$ cat src/rtl/cnn_pkg.sv
// Shared constants and types for the CNN layer blocks.
// Holds the default element/vector sizes and the serializer FSM state type.
package cnn_pkg;

    localparam int DEFAULT_DATA_WIDTH = 16;
    localparam int DEFAULT_NUM_NODES  = 16;

    typedef enum logic {
        IDLE   = 1'b0,
        STREAM = 1'b1
    } ser_state_t;

endpackage

$ cat src/rtl/relu_unit.sv
// Combinational ReLU for one signed fixed-point element.
// Negative inputs (MSB set) become zero; everything else passes through.
import cnn_pkg::*;

module relu_unit #(
    parameter int DATA_WIDTH = DEFAULT_DATA_WIDTH
) (
    input  logic [DATA_WIDTH-1:0] din,
    output logic [DATA_WIDTH-1:0] dout
);

    assign dout = din[DATA_WIDTH-1] ? '0 : din;

endmodule

$ cat src/rtl/dense_output_serializer.sv
// Captures a parallel dense-layer result vector and streams it out one element
// per handshake, in ascending node order, with optional ReLU on each element.
import cnn_pkg::*;

module dense_output_serializer #(
    parameter  int DATA_WIDTH = DEFAULT_DATA_WIDTH,
    parameter  int NUM_NODES  = DEFAULT_NUM_NODES,
    parameter  int RELU_EN    = 1,
    localparam int IDX_W      = (NUM_NODES > 1) ? $clog2(NUM_NODES) : 1
) (
    input  logic                            clk,
    input  logic                            reset,
    input  logic                            in_valid,
    output logic                            in_ready,
    input  logic [NUM_NODES*DATA_WIDTH-1:0] in_data,
    output logic                            out_valid,
    input  logic                            out_ready,
    output logic [DATA_WIDTH-1:0]           out_data,
    output logic [IDX_W-1:0]                out_index,
    output logic                            out_last,
    output logic                            layer_active
);

    localparam logic [IDX_W-1:0] LAST_IDX = IDX_W'(NUM_NODES - 1);

    ser_state_t                      state, next_state;
    logic [NUM_NODES*DATA_WIDTH-1:0] buffer;
    logic [IDX_W-1:0]                idx;
    logic [DATA_WIDTH-1:0]           elem, elem_relu;
    logic                            at_last, out_hs, capture;

    assign at_last = (idx == LAST_IDX);

    always_comb begin
        // NOTE: every signal driven here gets a default first, so no branch can infer a latch.
        next_state   = state;
        in_ready     = 1'b0;
        out_valid    = 1'b0;
        out_last     = 1'b0;
        layer_active = 1'b0;
        out_hs       = 1'b0;
        capture      = 1'b0;
        case (state)
            IDLE: begin
                in_ready = 1'b1;
                if (in_valid) begin
                    capture    = 1'b1;
                    next_state = STREAM;
                end
            end
            STREAM: begin
                out_valid    = 1'b1;
                layer_active = 1'b1;
                out_last     = at_last;
                out_hs       = out_ready;
                // Last beat frees the buffer this cycle, so a waiting vector loads with no bubble.
                if (out_ready && at_last) begin
                    in_ready = 1'b1;
                    if (in_valid) capture    = 1'b1;
                    else          next_state = IDLE;
                end
            end
            default: next_state = IDLE;
        endcase
    end

    always_ff @(posedge clk) begin
        // NOTE: sequential state uses non-blocking assignments so every register samples pre-edge values.
        if (reset) begin
            state  <= IDLE;
            idx    <= '0;
            // NOTE: the buffer is cleared on reset so out_data reads 0 straight after reset.
            buffer <= '0;
        end else begin
            state <= next_state;
            if (capture) begin
                buffer <= in_data;
                idx    <= '0;
            end else if (out_hs) begin
                idx <= at_last ? '0 : idx + 1'b1;
            end
        end
    end

    assign elem = buffer[idx*DATA_WIDTH +: DATA_WIDTH];

    relu_unit #(
        .DATA_WIDTH(DATA_WIDTH)
    ) u_relu (
        .din (elem),
        .dout(elem_relu)
    );

    assign out_data  = (RELU_EN != 0) ? elem_relu : elem;
    assign out_index = idx;

endmodule

$ cat config.mk
export PLATFORM = sky130hd
export DESIGN_NAME = dense_output_serializer
export DESIGN_NICKNAME = d
export VERILOG_FILES = /design/src/rtl/cnn_pkg.sv /design/src/rtl/relu_unit.sv /design/src/rtl/dense_output_serializer.sv
export SDC_FILE = /design/constraint.sdc
export NUM_CORES = 1
export LEC_CHECK = 0
export ABC_CLOCK_PERIOD_IN_PS = 1900
export CELL_PAD_IN_SITES_DETAIL_PLACEMENT = 1
export CELL_PAD_IN_SITES_GLOBAL_PLACEMENT = 1
export CORE_MARGIN = 4
export CORE_UTILIZATION = 33
export CTS_CLUSTER_SIZE = 16
export DETAILED_ROUTE_END_ITERATION = 7
export GPL_ROUTABILITY_DRIVEN = 0
export PLACE_DENSITY_LB_ADDON = 0.12
export SLEW_MARGIN = 25
export SYNTH_ARGS = -nofsm -noshare
export SYNTH_HDL_FRONTEND = slang
export SYNTH_SLANG_ARGS = --single-unit
$ cat constraint.sdc
create_clock -name clk -period 1.9 [get_ports clk]
set_clock_uncertainty 0.1 [all_clocks]
set_input_delay 0.285 -clock clk [delete_from_list [all_inputs] [get_ports clk]]
set_output_delay 0.285 -clock clk [all_outputs]
set_load 0.01 [all_outputs]
# [Word level (Yosys, flattened, before mapping)]
# Cells that the tools add are included.
[totals] inputBits=260 elab_cells=21 out_inout_bits=24 ff_bits=261
[op_classes] n_bitwise=1 shift=1 n_reduce_logical=2 n_eq_ne=1 n_addsub=1 muxes=12
[op_table] cell="$shiftx A256 B9 Y16" n=1
[op_table] cell="$mux W15" n=1
[op_table] cell="$mux W1" n=7
[op_table] cell="$pmux W1 S2" n=3
[op_table] cell="$add A4 B1 Y4 const B" n=1
[op_table] cell="$eq A4 B4 Y1 const B" n=1
[op_table] cell="$mux W4" n=1
[op_table] cell="$reduce_or A2 Y1" n=1
[op_table] cell="$logic_and A1 B1 Y1" n=1
[op_table] cell="$not A1 Y1" n=1

# [Longest topological paths before layout]
[depth] depth_word=5 ltp_mapped=8 mapped_depth_nobuf=5

# [Cells and area by module]
# Synthesis repeated with hierarchy kept, for this count alone.
[unflattened] hier_cells=1295 hier_area_um2=13735.7
[modules_own_cells] module="dense_output_serializer" cells_each=1277 seq_area_each_um2=5225.0 instances=1 area_each_um2=13591.8
[modules_own_cells] module="relu_unit" cells_each=18 seq_area_each_um2=0.0 instances=1 area_each_um2=143.9

# [Worst setup path before layout]
# Ideal clock, no wire load.
[synth_path] kind="register to output" start="reg idx[1], in the netlist out_index[1]" end="out out_data[0]" stages_incl_launch_ff=6 required_ns=1.515 slack_ns=-0.213 path_buffers=2 t_arrival_ns=1.728 path_cell_list="dfxtp_1 buf_2 buf_2 mux4_2 mux2i_1 o22ai_1"
[synth_between] elab_chain_len=2
[synth_lines] element="from (decl)" line_no="dense_output_serializer.sv:28" rtl="logic [IDX_W-1:0] idx;"
[synth_lines] element="from (signal assigned)" line_no="dense_output_serializer.sv:80" rtl="idx <= at_last ? '0 : idx + 1'b1;"
[synth_lines] element="$shiftx A256 B9 Y16" line_no="dense_output_serializer.sv:85" rtl="assign elem = buffer[idx*DATA_WIDTH +: DATA_WIDTH];"
[synth_lines] element="$mux W15" line_no="relu_unit.sv:12" rtl="assign dout = din[DATA_WIDTH-1] ? '0 : din;"
[synth_lines] element="to (decl)" line_no="dense_output_serializer.sv:18" rtl="output logic [DATA_WIDTH-1:0] out_data,"
# No other way between the ends.

# [Worst setup path after layout]
[layout_path] start="reg idx[1], in the netlist out_index[1]" end="out out_data[2]"
# Same word-level chain as after synthesis.

==> reports/qor.yml <==
floorplanning:
  core_sq_um: 32700
  fp.dieW_microns: 191
  die-area_sq_um: 36300
  ios: 284
  rows: 66
  start_util_pct: 33.6
  die_h_microns: 191
hold_path:
  hp-class: "input pin to flip-flop"
  hold_depth: 2
  worstHoldStart: "reset"
  min_to: "buffer[66]$_SDFFE_PP0P_"
synth:
  synth_edf_count: 0
  ys.flop_type: "dfxtp_1"
  ys_ff_latch: 261
  async_flop_share_pct: 0
  seq_area_frac_synth_pct: 47.5
  synthCells: 1282
  synth_top_area_share_pct: 47.5
  syn_area_sq_um: 11000
  synth_area_per_cell_sq_um: 8.58
  yosysTopAreaCell: "dfxtp_1"
  synthTopCellsByArea: "dfxtp_1, nand2_1, mux4_2, a21oi_1, mux2i_1"
  yosysWarnings: 0
  synth_nets: 1543
  ys_types: 26
cts:
  cts_made_buffers: 28
  cts_max_level: 1
  cts_root_buf: "clkbuf_16"
  insertion_delay_ps: 540
  cts_tree: "done"
  clkSinkCount: 261
  cts.path.max_buffers: 3
  path_clk_slew_ps: 60
detailed_routing:
  drtIter0Drc: 860
  firstDrtPassIters: 4
  post_drt_wl_per_cell_microns: 21.7
  wirelength_mm: 45.2
  vias_per_cell: 5.11
  drc_errors: 0
  vias: 10600
  ant_nets: 0
global_route:
  grt_max_degree: 54
  grt_pass1_vias: 11200
  antenna_found_initial: 0
  grt_pass1_wl_mm: 66.9
  grt_usage_pct: 23.9
  grt-ovfl-total: 0
power_and_ir_drop:
  p_per_area_nw_per_um2: 796
  power_leakage_nw: 6.41
  peakVddDrop_uv: 658
status:
  violations: "setup timing"
  status: "finished with violations"
setup_path:
  critPathCaptureType: "output pin"
  max_stage_delay_ps: 520
  crit_type: "flip-flop to output pin"
  required_ps: 1510
  startpoint_type: "flip-flop"
  crit_arrival_ps: 2380
  crit_fanout: 6
  reg2reg_depth: 14
  crit_path_cell_trace: "buf_6 -> buf_16 -> buf_8 -> mux4_2 -> mux2i_1 -> o22ai_2 -> buf_2"
  cpMaxStageDelayCell: "mux4_2"
  crit-reg2reg-launch: "out_index[1]$_SDFFE_PP0P_"
  r2r_slack_ps: -640
  reg2reg_to: "buffer[132]$_SDFFE_PP0P_"
timing:
  fin_crit_ps: 2760
  max_freq_mhz: 362
  slew_violations: 0
  setup_ws_ps: -864
  finalHoldViolations: 0
  rsz0062_at_grt: "true"
  post-route-period-util_pct: 145
  final-setup-viol-count: 282
flow_run:
  maxCapViolCount: 0
placement:
  io_buffers: 282
  dpl.hpwl_mm: 31.4
  dp_cells: 1966
cells_and_area:
  synthToLayoutAreaGrowth_pct: 59.4
  drive_above_1_share_pct: 24.2
  final_common_cell: "nand2_1"
  register_area_sq_um: 5240
  finalNonFillerCells: 2081
  multi_input_area_sq_um: 5850
  final_util_pct: 53.6
  final_cell_mix: "nand2_1, clkdlybuf4s50_1, dfxtp_1"
  n_antenna_cell: 0
  nNetsFinal: 1880
  fillers: 3689
[per-layer routing]
metal  global-route usage, %  vias to the layer above  part of all wire [%]
met3                    4.05                       83                   6.1
li1                        -                     5011                     -
met4                    8.18                        0                   3.6
met2                    39.1                      343                    48
met5                       0                        -                     0
met1                    32.1                     5199                    43
[registers in the layout, summed over array words and instances, names as in the netlist]
signal and count:
buffer 256, out_index 4, state 1
[worst max-delay path, delay by kind of cell (launching register included)]
kind | cells | cell delay, ps
buf+inv | 4 | 560
flops | 1 | 400
compound gates | 1 | 150
mux | 2 | 720
[stage by stage]
stage	hold slack, ps	worst slack [ps]	TNS (ps)	cell area (sq um)	total power, mW
3_5_place_dp	347	-710	-102810	14700	7.96
4_1_cts	136	-873	-113420	17400	13.9
6_report	147	-864	-144770	17500	14.0
2_1_floorplan	302	30.3	0	11100	6.85
5_1_grt	166	-926	-167340	17500	14.5
3_3_place_gp	339	-673	-95260	14700	7.94
[synthesized netlist by cell type, types with 2 or more instances]
master / count
nand2_1: 517
dfxtp_1: 261
a21oi_1: 258
mux4_2: 62
buf_2: 54
clkbuf_1: 46
mux2i_1: 39
o22ai_1: 15
buf_4: 6
nand3_1: 3
nor2_1: 3
nor3_1: 3
buf_1: 2
[area by class of cell]
class,count,share of cell area [%]
Inverter,1,0.0214
Timing Repair Buffer,416,28.1
Clock inverter,8,0.385
Tap cell,442,3.15
Sequential cell,261,29.9
Clock buffer,42,5.05
Multi-Input combinational cell,911,33.4
[timing repair]
action	4_1_cts	5_1_grt
gates resized for setup	231	55
setup buffers	42	3
setup endpoints to repair	282	282
gates cloned	26	1
pin swaps	23	7
hold buffers	0	0
[power by group]
part	total, mW	internal, mW	switching (mW)	leakage [nW]
Combinational	2.37	1.33	1.04	3.79
Clock	5.58	3.33	2.25	0.476
Sequential	6.00	5.78	0.221	2.14
[how the worst max path moves through the flow]
stage,slack (ps),cells past startpoint,start,end
after floorplan,30,6,out_index[2]$_SDFFE_PP0P_,out_data[10]
after global placement,-670,6,out_index[1]$_SDFFE_PP0P_,out_data[9]
after detailed placement,-710,6,out_index[1]$_SDFFE_PP0P_,out_data[9]
after CTS,-870,8,out_index[1]$_SDFFE_PP0P_,out_data[0]
after global routing,-930,7,out_index[1]$_SDFFE_PP0P_,out_data[8]
final,-860,7,out_index[1]$_SDFFE_PP0P_,out_data[2]
[logic make-up after synthesis]
kind of cell	Yosys count	synth area share, %
AO/OA/AOI/OAI	278	13.0
buffers and inverters	110	4.64
flip-flops	261	47.5
other	1	0.0341
XOR/XNOR	1	0.0797
adder cells (fa/ha/maj)	1	0.114
AND/OR/NAND/NOR	529	18.3
multiplexers	101	16.2
Power figures use the tool's default switching activity.
